<file path="config.mk">
export PLATFORM = sky130hd
export DESIGN_NAME = cfu_cmd_sched
export DESIGN_NICKNAME = d
export VERILOG_FILES = /design/src/rtl/cfu_pkg.sv /design/src/rtl/cfu_cmd_fifo.sv /design/src/rtl/cfu_cmd_sched.sv
export SDC_FILE = /design/constraint.sdc
export NUM_CORES = 1
export LEC_CHECK = 0
export BUFFER_PORTS_ARGS = -buffer_cell sky130_fd_sc_hd__buf_2
export CORE_MARGIN = 10
export CORE_UTILIZATION = 40
export DETAILED_ROUTE_END_ITERATION = 10
export GPL_TIMING_DRIVEN = 0
export PLACE_DENSITY = 0.69
export RECOVER_POWER = 50
export SYNTH_ARGS = -nofsm -noshare
export SYNTH_HDL_FRONTEND = slang
export SYNTH_SLANG_ARGS = --single-unit
export TNS_END_PERCENT = 20
</file>
<file path="constraint.sdc">
create_clock -name clk -period 3.1 [get_ports clk]
set_input_delay 0.62 -clock clk [delete_from_list [all_inputs] [get_ports clk]]
set_output_delay 0.62 -clock clk [all_outputs]
set_load 0.01 [all_outputs]
</file>
<file path="src/rtl/cfu_pkg.sv">
`default_nettype none
// ============================================================================
//  Module   : cfu_pkg
//  Brief    : Shared types and constants for the CFU command scheduler:
//             scheduler state encoding, timeout response word, funct7 field
//             slice of the CPU function id and queued-command packing helpers.
//  Revision : 1.0 - initial release
// ============================================================================
package cfu_pkg;

    // Scheduler FSM states
    typedef enum logic [1:0] {
        ST_IDLE  = 2'd0,
        ST_ISSUE = 2'd1,
        ST_WAIT  = 2'd2,
        ST_RESP  = 2'd3
    } sched_state_e;

    // Response word returned when the engine never signals completion
    localparam logic [31:0] TIMEOUT_RSP = 32'hDEADBEEF;

    // funct7 lives in bits [9:3] of the CPU function id; [2:0] are unused
    localparam int c_FUNCT7_MSB = 9;
    localparam int c_FUNCT7_LSB = 3;
    localparam int c_FUNCT7_W   = c_FUNCT7_MSB - c_FUNCT7_LSB + 1;

    // Queued command word: {funct7, inputs_0, inputs_1}
    localparam int c_CMD_W = c_FUNCT7_W + 64;

    function automatic logic [c_CMD_W-1:0] pack_cmd(
        input logic [c_FUNCT7_W-1:0] f7,
        input logic [31:0]           in0,
        input logic [31:0]           in1
    );
        return {f7, in0, in1};
    endfunction

    function automatic logic [c_FUNCT7_W-1:0] cmd_f7(input logic [c_CMD_W-1:0] c);
        return c[c_CMD_W-1 -: c_FUNCT7_W];
    endfunction

    function automatic logic [31:0] cmd_in0(input logic [c_CMD_W-1:0] c);
        return c[63:32];
    endfunction

    function automatic logic [31:0] cmd_in1(input logic [c_CMD_W-1:0] c);
        return c[31:0];
    endfunction

endpackage

`default_nettype wire

</file>
<file path="src/rtl/cfu_cmd_fifo.sv">
`default_nettype none
// ============================================================================
//  Module   : cfu_cmd_fifo
//  Brief    : In-order command queue. Push is refused while full even if a pop
//             happens in the same cycle (no bypass). Pointers wrap modulo
//             DEPTH; level reports the number of entries held.
//  Revision : 1.0 - initial release
// ============================================================================
module cfu_cmd_fifo #(
    parameter int WIDTH = 71,
    parameter int DEPTH = 4
) (
    input  logic                     clk,
    input  logic                     reset_n,
    input  logic                     push_i,
    input  logic [WIDTH-1:0]         wdata_i,
    input  logic                     pop_i,
    output logic [WIDTH-1:0]         rdata_o,
    output logic                     full_o,
    output logic                     empty_o,
    output logic [$clog2(DEPTH):0]   level_o
);

    localparam int AW = $clog2(DEPTH);
    localparam logic [AW:0] c_DEPTH_LVL = (AW+1)'(DEPTH);

    logic [WIDTH-1:0] mem_q [DEPTH];
    logic [AW-1:0]    wptr_q;
    logic [AW-1:0]    rptr_q;
    logic [AW:0]      level_q;
    logic             w_push;
    logic             w_pop;

    assign full_o  = (level_q == c_DEPTH_LVL);
    assign empty_o = (level_q == '0);
    assign level_o = level_q;
    assign rdata_o = mem_q[rptr_q];

    // Full/empty gating keeps the pointers and level consistent
    assign w_push = push_i & ~full_o;
    assign w_pop  = pop_i  & ~empty_o;

    // Storage array: written on accepted push, contents need no reset
    always_ff @(posedge clk) begin
        if (w_push) begin
            mem_q[wptr_q] <= wdata_i;
        end
    end

    // Pointer and occupancy bookkeeping
    always_ff @(posedge clk or negedge reset_n) begin
        if (!reset_n) begin
            wptr_q  <= '0;
            rptr_q  <= '0;
            level_q <= '0;
        end else begin
            if (w_push) begin
                wptr_q <= wptr_q + AW'(1);
            end
            if (w_pop) begin
                rptr_q <= rptr_q + AW'(1);
            end
            case ({w_push, w_pop})
                2'b10:   level_q <= level_q + (AW+1)'(1);
                2'b01:   level_q <= level_q - (AW+1)'(1);
                default: level_q <= level_q;
            endcase
        end
    end

endmodule

`default_nettype wire

</file>
<file path="src/rtl/cfu_cmd_sched.sv">
`default_nettype none
// ============================================================================
//  Module   : cfu_cmd_sched
//  Brief    : CPU custom-function-unit command scheduler. Queues CPU commands,
//             issues them one at a time to a conv1d engine, waits (with a
//             timeout) for completion and returns one response per command
//             in acceptance order.
//  Revision : 1.0 - initial release
// ============================================================================
module cfu_cmd_sched
    import cfu_pkg::*;
#(
    parameter int FIFO_DEPTH = 4,
    parameter int TIMEOUT    = 255
) (
    input  logic                          clk,
    input  logic                          reset_n,
    input  logic                          cmd_valid,
    output logic                          cmd_ready,
    input  logic [9:0]                    cmd_payload_function_id,
    input  logic [31:0]                   cmd_payload_inputs_0,
    input  logic [31:0]                   cmd_payload_inputs_1,
    output logic                          rsp_valid,
    input  logic                          rsp_ready,
    output logic [31:0]                   rsp_payload_outputs_0,
    output logic                          eng_en,
    output logic [6:0]                    eng_cmd,
    output logic [31:0]                   eng_inp0,
    output logic [31:0]                   eng_inp1,
    input  logic [31:0]                   eng_ret,
    input  logic                          eng_done,
    output logic                          busy,
    output logic [$clog2(FIFO_DEPTH):0]   fifo_level,
    output logic                          err_timeout
);

    localparam int CNT_W = $clog2(TIMEOUT + 1);
    localparam logic [CNT_W-1:0] c_TIMEOUT_CNT = CNT_W'(TIMEOUT);

    sched_state_e        state_q, state_d;
    logic [CNT_W-1:0]    cnt_q, cnt_d;
    logic [31:0]         rsp_q, rsp_d;
    logic                err_q, err_d;
    logic                eng_en_q, eng_en_d;
    logic [6:0]          eng_cmd_q, eng_cmd_d;
    logic [31:0]         eng_inp0_q, eng_inp0_d;
    logic [31:0]         eng_inp1_q, eng_inp1_d;
    logic                rdy_q;

    logic                w_push;
    logic                w_pop;
    logic                w_full;
    logic                w_empty;
    logic [c_CMD_W-1:0]  w_head;
    logic [c_CMD_W-1:0]  w_cmd_word;
    logic                w_unused_fid;

    // Low function-id bits carry no meaning for this unit
    assign w_unused_fid = ^cmd_payload_function_id[c_FUNCT7_LSB-1:0];

    assign w_cmd_word = pack_cmd(cmd_payload_function_id[c_FUNCT7_MSB:c_FUNCT7_LSB],
                                 cmd_payload_inputs_0, cmd_payload_inputs_1);

    // rdy_q holds cmd_ready low while reset is asserted and for no longer
    assign cmd_ready = rdy_q & ~w_full;
    assign w_push    = cmd_valid & cmd_ready;

    cfu_cmd_fifo #(
        .WIDTH (c_CMD_W),
        .DEPTH (FIFO_DEPTH)
    ) u_fifo (
        .clk     (clk),
        .reset_n (reset_n),
        .push_i  (w_push),
        .wdata_i (w_cmd_word),
        .pop_i   (w_pop),
        .rdata_o (w_head),
        .full_o  (w_full),
        .empty_o (w_empty),
        .level_o (fifo_level)
    );

    assign rsp_valid             = (state_q == ST_RESP);
    assign rsp_payload_outputs_0 = rsp_q;
    assign eng_en                = eng_en_q;
    assign eng_cmd               = eng_cmd_q;
    assign eng_inp0              = eng_inp0_q;
    assign eng_inp1              = eng_inp1_q;
    assign err_timeout           = err_q;
    assign busy                  = (state_q != ST_IDLE) || (fifo_level != '0);

    // Out-of-reset flag gating command acceptance
    always_ff @(posedge clk or negedge reset_n) begin
        if (!reset_n) begin
            rdy_q <= 1'b0;
        end else begin
            rdy_q <= 1'b1;
        end
    end

    // State, timeout counter, response and engine-drive registers
    always_ff @(posedge clk or negedge reset_n) begin
        if (!reset_n) begin
            state_q    <= ST_IDLE;
            cnt_q      <= '0;
            rsp_q      <= '0;
            err_q      <= 1'b0;
            eng_en_q   <= 1'b0;
            eng_cmd_q  <= '0;
            eng_inp0_q <= '0;
            eng_inp1_q <= '0;
        end else begin
            state_q    <= state_d;
            cnt_q      <= cnt_d;
            rsp_q      <= rsp_d;
            err_q      <= err_d;
            eng_en_q   <= eng_en_d;
            eng_cmd_q  <= eng_cmd_d;
            eng_inp0_q <= eng_inp0_d;
            eng_inp1_q <= eng_inp1_d;
        end
    end

    // Next-state logic; engine drive is registered on entry to ISSUE so that
    // eng_en is high exactly for the ISSUE cycle, and the entry is popped then
    always_comb begin
        state_d    = state_q;
        cnt_d      = cnt_q;
        rsp_d      = rsp_q;
        err_d      = err_q;
        eng_en_d   = 1'b0;
        eng_cmd_d  = eng_cmd_q;
        eng_inp0_d = eng_inp0_q;
        eng_inp1_d = eng_inp1_q;
        w_pop      = 1'b0;
        case (state_q)
            ST_IDLE: begin
                if (!w_empty) begin
                    state_d    = ST_ISSUE;
                    eng_en_d   = 1'b1;
                    eng_cmd_d  = cmd_f7(w_head);
                    eng_inp0_d = cmd_in0(w_head);
                    eng_inp1_d = cmd_in1(w_head);
                end
            end
            ST_ISSUE: begin
                w_pop   = 1'b1;
                cnt_d   = CNT_W'(1);
                state_d = ST_WAIT;
            end
            ST_WAIT: begin
                // Completion on the final counted cycle still wins over timeout
                if (eng_done) begin
                    rsp_d   = eng_ret;
                    state_d = ST_RESP;
                end else if (cnt_q == c_TIMEOUT_CNT) begin
                    rsp_d   = TIMEOUT_RSP;
                    err_d   = 1'b1;
                    state_d = ST_RESP;
                end else begin
                    cnt_d = cnt_q + CNT_W'(1);
                end
            end
            ST_RESP: begin
                if (rsp_ready) begin
                    state_d = ST_IDLE;
                    cnt_d   = '0;
                end
            end
            default: begin
                state_d = ST_IDLE;
            end
        endcase
    end

endmodule

`default_nettype wire

</file>
==> metrics.md, run 1 <==
| Metric | Value |
|---|---|
| Outcome | `complete, but fails checks` |
| Failing checks | `capacitance limit` |
| Startpoint types | `flop` |
| Die height | `215 um` |
| CTS tree | `done` |
| Vias/cell | `5.11` |
| P per Cell Area | `991 nW/um2` |
| Critical-path maximum fanout | `10` |
| # hold bufs at CTS | `0` |
| Hold Fails Final Rpt | `0` |
| Hold crit path type | `input pin to flop` |
| Mapped Nets | `838` |
| Post-synthesis cell type count | `40` |
| Worst EP required | `3530 ps` |
| Leak | `6.63 nW` |
| Skew final | `12.9 ps` |
| Crit path DAT | `2950 ps` |
| Sequential Power Share | `0.416` |
| Synth warn | `0` |
| Sink Count | `407` |
| CP endpoint kind | `flop` |
| Num rows | `71` |
| Layout Cells excl Fill | `1534` |
| P&R area growth vs syn | `21.5%` |
| Max-cap violations | `1` |
| Slew Limit Fails | `0` |
| Port buffer count | `218` |
| Placer Congestion | `0.895` |
| Number of DRC markers in iteration 0 | `521` |
| Avg Cell Area, Syn | `21.2 um2` |
| Detailed-route via count | `7833` |
| EDFF count, synth | `284` |
| Hold slack | `298 ps` |
| Peak VDD IR | `0.544 mV` |
| DP HPWL | `20900 um` |
| GRT Overall Usage | `0.145` |
| Share of cells above drive strength 1 | `0.333` |
| Post-CTS setup buffers | `0` |
| CTS root buf | `clkbuf_16` |
| Min Clock Period, post-route | `2510 ps` |
| Fraction of synthesis flops using an asynchronous set or reset pin | `0.302` |
| Filler Cells Inserted | `3158` |
| Tcrit/Tclk final | `0.811` |
| Die area | `46100 um2` |
| Synthesized area | `15200 um2` |
| Clk Latency, worst-skew pair | `560 ps` |
| Core outline area | `37500 um2` |
| Setup violators final | `0` |
| Post-DP Area | `17100 um2` |
| Final wirelength | `33300 um` |
| Pin count of the biggest net entering global routing | `68` |
| Post-synthesis sequential area ratio | `0.766` |
| Sw frac | `0.293` |
| Slew @ Worst Pin | `1500 ps` |
| Starting Density | `0.404` |
| Layout Nets | `1108` |
| Comb power frac | `0.284` |
| Clock Path Buffers | `3` |
| First-pass GRT wire length | `51500 um` |
| Internal Power | `12.9 mW` |
| Post-route ant nets | `0` |
| Drt pass-1 iters | `5` |
| # IOs | `222` |
| Die width | `215 um` |
| Slew HR | `0.00176` |
| Initial antenna violation count | `4` |
| TritonCTS Buffers | `45` |
| Dominant synthesized flop cell | `edfxtp_1` |
| CTS clk-pin slew, worst paths | `60 ps` |
| Post-Synthesis Cells | `715` |
| DRC | `0` |
| Switching power | `5.34 mW` |
| Cell Count Post-Placement | `1449` |
| Clock power share | `0.299` |
| Total global routing overflow | `0` |
| Routed length per instance | `21.7 um` |
| Yosys reg bits | `407` |
| H-tree depth | `2` |
| Kind of critical path | `flop to flop` |
| Cts repair resizes | `0` |
| RSZ-0062 raised after global routing | `no` |
| Design area | `18400 um2` |
| Vias in the first global route | `8436` |
| Fmax | `0.398 GHz` |
==> cell families (layout without fill, tap and decap cells) <==
logic type,Yosys count,after routing,synth area share
flops,407,407,0.766
mux,145,145,0.160
compound gates,51,51,0.0299
buf+inv,49,356,0.0136
simple gates,44,44,0.0165
fa+ha+maj,12,12,0.0104
xor+xnor,6,6,0.00347
other cells,1,2,0.000247
==> layout by cell type, fill, tap and decap left out, drive strengths merged, types with 5 or more instances in the layout <==
master and instances:
mux2 73, buf 115, a221o 23, ha 11
a22o 8, edfxtp 284, and3 6, nand3 6
clkbuf 205, nand2 8, mux4 71, bufinv 5
clkinv 11, dfrtp 123, inv 16, o21ai 7
==> worst paths after layout <==
| check | start | end | slack, ps | cells past startpoint |
|---|---|---|---|---|
| max | u_fifo.level_o[0] | eng_inp0[27] | 590 | 5 |
| min | eng_ret[24] | rsp_payload_outputs_0[24] | 300 | 2 |
| max reg2reg | u_fifo.level_o[0] | eng_inp0[27] | 590 | 5 |
| min reg2reg | err_timeout | err_timeout | 470 | 1 |
| max in group asynchronous | reset_n | eng_inp1[0] | 720 | 2 |
| min in group asynchronous | reset_n | u_fifo.level_o[1] | 420 | 1 |
==> state kept, by name, indices dropped and copies added, names as in the netlist, 2 cells and up <==
| name | count |
|---|---|
| cnt_q | 8 |
| eng_cmd | 7 |
| eng_inp0 | 32 |
| eng_inp1 | 32 |
| rsp_payload_outputs_0 | 32 |
| state_q | 2 |
| u_fifo.level_o | 3 |
| u_fifo.mem_q | 284 |
| u_fifo.rptr_q | 2 |
| u_fifo.wptr_q | 2 |
==> layer usage <==
layer,part of all wire,GRT usage
met3,0.073,0.0491
met4,0.020,0.0494
met2,0.48,0.231
met1,0.42,0.181
met5,0.0012,0
==> critical path, cell delays in order, from the launching register on <==
cell and delay (ps):
dfrtp_1 420, nor3_1 350, nand2b_1 160, clkbuf_1 630, buf_2 430, mux2_2 380
==> power by group through the flow <==
stage                     Clock [mW]  Sequential [mW]  Combinational, mW
after global placement             0             7.71               5.31
final                           5.47             7.61               5.19
after detailed placement           0             7.70               5.45
after floorplan                    0             7.94               3.18
after CTS                       5.62             7.61               5.47
after global routing            5.86             7.73               5.71
==> through the flow <==
stage | power, mW | worst slack [ps] | TNS [ps] | util
6_report | 18.3 | 587 | 0 | 0.491
5_1_grt | 19.3 | 305 | 0 | 0.491
4_1_cts | 18.7 | 505 | 0 | 0.496
3_5_place_dp | 13.2 | 518 | 0 | 0.455
3_3_place_gp | 13.0 | -1590 | -406200 | 0.451
2_1_floorplan | 11.1 | -55.8 | -11900 | -
==> final cells by class <==
class / count / area (um2) / area share
antenna: 1 / 2.50 / 0.000136
buffer: 36 / 158 / 0.00856
clock buffer: 61 / 1290 / 0.0700
clock inverter: 23 / 258 / 0.0140
inverter: 13 / 48.8 / 0.00265
multi-input combinational: 259 / 3370 / 0.183
sequential: 407 / 11600 / 0.630
tap: 511 / 639 / 0.0347
timing repair buffer: 223 / 1050 / 0.0572
==> Yosys cell counts, types with 3 or more instances <==
| cell type | n | share of area |
|---|---|---|
| edfxtp_1 | 284 | 0.56 |
| dfrtp_1 | 123 | 0.20 |
| mux2_2 | 73 | 0.054 |
| mux4_2 | 71 | 0.11 |
| a221o_1 | 23 | 0.015 |
| buf_2 | 18 | 0.0059 |
| clkbuf_1 | 18 | 0.0045 |
| inv_1 | 13 | 0.0032 |
| ha_1 | 11 | 0.0091 |
| a22o_1 | 8 | 0.0046 |
| nand2_1 | 8 | 0.0020 |
| and3_1 | 6 | 0.0025 |
| nand3_1 | 6 | 0.0020 |
| o21ai_0 | 6 | 0.0020 |
| nor3_1 | 4 | 0.0013 |
| nor2_1 | 3 | 0.00074 |
| nor2b_1 | 3 | 0.0012 |
| o211ai_1 | 3 | 0.0015 |
| or4_1 | 3 | 0.0015 |
| xnor2_1 | 3 | 0.0017 |
| xor2_1 | 3 | 0.0017 |
Note: power is estimated with default switching activity, not from simulation.
==> run 2, diff against run 1 <==
==> constraint.sdc (replaced) <==
create_clock -name clk -period 2.16 [get_ports clk]
set_input_delay 0.432 -clock clk [delete_from_list [all_inputs] [get_ports clk]]
set_output_delay 0.432 -clock clk [all_outputs]
set_load 0.01 [all_outputs]
==> run 2 against run 1 <==
Net effect: the flow now finishes without violations; register-to-register slack lost 510 ps; core utilization grew 0.41 points; highest routed layer unchanged; combinational power increased by 51%; via count is 0.41% lower; clock-buffer cell count grew 3; non-clock buffer count rose by 8; clock skew shrank 2.2 ps; clock power grew 37%; largest cell class unchanged; power grew 44%; largest power group unchanged; sequential power grew 43%.
==> metrics.md, run 2 (synthesis results as in run 1) <==
| Metric | Value |
|---|---|
| Outcome | `complete, no violations` |
| Skew final | `10.6 ps (-2.22 ps)` |
| Sink Count | `407 (unchanged)` |
| Detailed-route via count | `7801 (-0.41%)` |
| CP max stage cell | `dfrtp_1` |
| Die height | `215 um (unchanged)` |
| Worst Path Buf+Inv | `1 (-1)` |
| Placer Congestion | `0.858 (-4.1%)` |
| Slew @ Worst Pin | `1220 ps (-282 ps)` |
| P&R area growth vs syn | `22.5%` |
| DRC | `0 (unchanged)` |
| Final wirelength | `34400 um (+3.3%)` |
| Clock power share | `0.285 (-0.014)` |
| DP HPWL | `21200 um (+1.2%)` |
| Peak VDD IR | `0.735 mV (+35%)` |
| Setup violators final | `0 (unchanged)` |
| Min Clock Period, post-route | `2090 ps (-427 ps)` |
| Total global routing overflow | `0 (unchanged)` |
| First-pass GRT wire length | `52300 um (+1.5%)` |
| Slew HR | `0.189 (+0.188)` |
| Startpoint types | `flop` |
| Vias/cell | `5.05 (-1.1%)` |
| Starting Density | `0.404 (unchanged)` |
| CTS tree | `done` |
| Worst-path cell chain | `ha_1, nand4_1, nor2_2, o21ai_1, clkbuf_2, a221o_1` |
| TritonCTS Buffers | `45 (unchanged)` |
| CP peak stage delay | `420 ps (-210 ps)` |
| Hold crit path type | `input pin to flop` |
| Most frequent cells in the layout | `edfxtp_1, clkbuf_1, dfrtp_1, buf_2, mux2_2` |
| Internal Power | `18.5 mW (+43%)` |
| Most common cell after layout, fill and taps aside | `edfxtp_1` |
| Clk Latency, worst-skew pair | `560 ps (about the same)` |
| Fin util | `0.496 (+0.00414)` |
| CTS root buf | `clkbuf_16` |
| Number of DRC markers in iteration 0 | `466 (-11%)` |
| Pin count of the biggest net entering global routing | `77 (+13%)` |
| Largest Register | `u_fifo.mem_q` |
| Switching power | `7.76 mW (+45%)` |
| Num rows | `71 (unchanged)` |
| Antenna diodes | `0 (-1)` |
| Hold Fails Final Rpt | `0 (unchanged)` |
| Number of flip-flops in the largest register | `284 (unchanged)` |
| Sw frac | `0.296 (+0.00339)` |
| Vias in the first global route | `8496 (+0.71%)` |
| Fmax | `0.480 GHz (+20%)` |
| Comb power frac | `0.298 (+0.014)` |
| Routed length per instance | `22.3 um (+2.7%)` |
| Die width | `215 um (unchanged)` |
| Tcrit/Tclk final | `0.966 (+0.155)` |
| Clock Path Buffers | `3 (unchanged)` |
| Filler Cells Inserted | `3141 (-0.54%)` |
| Share of cells above drive strength 1 | `0.369 (+0.0361)` |
| Post-route ant nets | `0 (unchanged)` |
| Port buffer count | `218 (unchanged)` |
| GRT Overall Usage | `0.149 (+0.00397)` |
| H-tree depth | `2 (unchanged)` |
| Initial antenna violation count | `1 (-3)` |
| # IOs | `222 (unchanged)` |
| Layout Nets | `1120 (+1.1%)` |
| CP endpoint kind | `flop` |
| Critical-path maximum fanout | `10 (unchanged)` |
| Sequential Power Share | `0.417 (about the same)` |
| Setup TNS | `0 ps (unchanged)` |
| CTS clk-pin slew, worst paths | `60 ps (about the same)` |
| Core outline area | `37500 um2 (unchanged)` |
| Leak | `6.77 nW (+2.0%)` |
| Largest delay share family, worst path | `simple AND/OR/NAND/NOR gates` |
| Crit path DAT | `2510 ps (-440 ps)` |
| P per Cell Area | `1410 nW/um2 (+42%)` |
| Kind of critical path | `flop to flop` |
| Slew Limit Fails | `0 (unchanged)` |
| Worst EP required | `2580 ps (-950 ps)` |
| Die area | `46100 um2 (unchanged)` |
| Drt pass-1 iters | `4 (-1)` |
| Max-cap violations | `0 (-1)` |
[run 2: cell types whose count changed in the layout (fill, tap and decap cells not counted), moves of 3 or more]
cell      delta
and3_2       +4
buf_4       +10
clkbuf_1    -16
clkbuf_2    +13
clkbuf_4     +3
clkinv_2     +3
inv_1        -3
[run 2: cell type report]
type | count | area, um2 | share of cell area
plain buffers | 34 | 178 | 0.00956
well taps | 511 | 639 | 0.0344
multi-input cells | 263 | 3490 | 0.188
inverters | 13 | 51.3 | 0.00276
clock buffers | 64 | 1290 | 0.0694
clock inverters | 19 | 171 | 0.00923
flip-flops and latches | 407 | 11600 | 0.625
repair buffers | 233 | 1150 | 0.0620
[run 2: final timing paths]
kind	from	end	slack (ps)	cells after the start
worst max-delay path	cnt_q[0]	rsp_payload_outputs_0[23]	70	6
worst min-delay path	eng_ret[16]	rsp_payload_outputs_0[16]	110	2
worst max register to register	cnt_q[0]	rsp_payload_outputs_0[23]	70	6
worst min register to register	err_timeout	err_timeout	460	1
max in group asynchronous	reset_n	eng_cmd[4]	400	3
min in group asynchronous	reset_n	u_fifo.level_o[2]	670	2
[run 2: timing repair]
| action | 4_1_cts | 5_1_grt |
|---|---|---|
| endpoints found under the setup margin | 252 | 176 |
| pin swaps | 6 | 4 |
| gates resized for setup | 20 | 31 |
| cloned | 4 | 0 |
| buffers inserted | 0 | 9 |
| hold endpoints to repair | 47 | 0 |
| hold buffers | 1 | 0 |
[run 2: power groups by stage]
stage,logic [mW],clock network [mW],registers [mW]
6_report,7.82,7.47,10.9
5_1_grt,8.53,8.03,11.1
4_1_cts,8.04,7.72,10.9
3_5_place_dp,7.82,0,11.1
3_3_place_gp,7.60,0,11.0
2_1_floorplan,4.56,0,11.4
[run 2: routing by layer]
| metal | track usage | share of wire |
|---|---|---|
| met2 | 0.256 | 0.51 |
| met1 | 0.178 | 0.41 |
| met5 | 0 | 0.00052 |
| met3 | 0.0388 | 0.059 |
| met4 | 0.0466 | 0.021 |
[run 2: through the flow]
| stage | area (um2) | worst slack, ps | cells | power, mW | hold slack (ps) |
|---|---|---|---|---|---|
| detailed placement | 17100 | -395 | 1449 | 18.9 | 404 |
| finish | 18600 | 74.5 | 1544 | 26.2 | 112 |
| floorplan | 15200 | -211 | 715 | 15.9 | 136 |
| CTS | 18600 | -22.4 | 1536 | 26.7 | 43.2 |
| global route | 18600 | -10.6 | 1544 | 27.7 | 85.6 |
| global placement | 16900 | -1350 | 1444 | 18.6 | 443 |
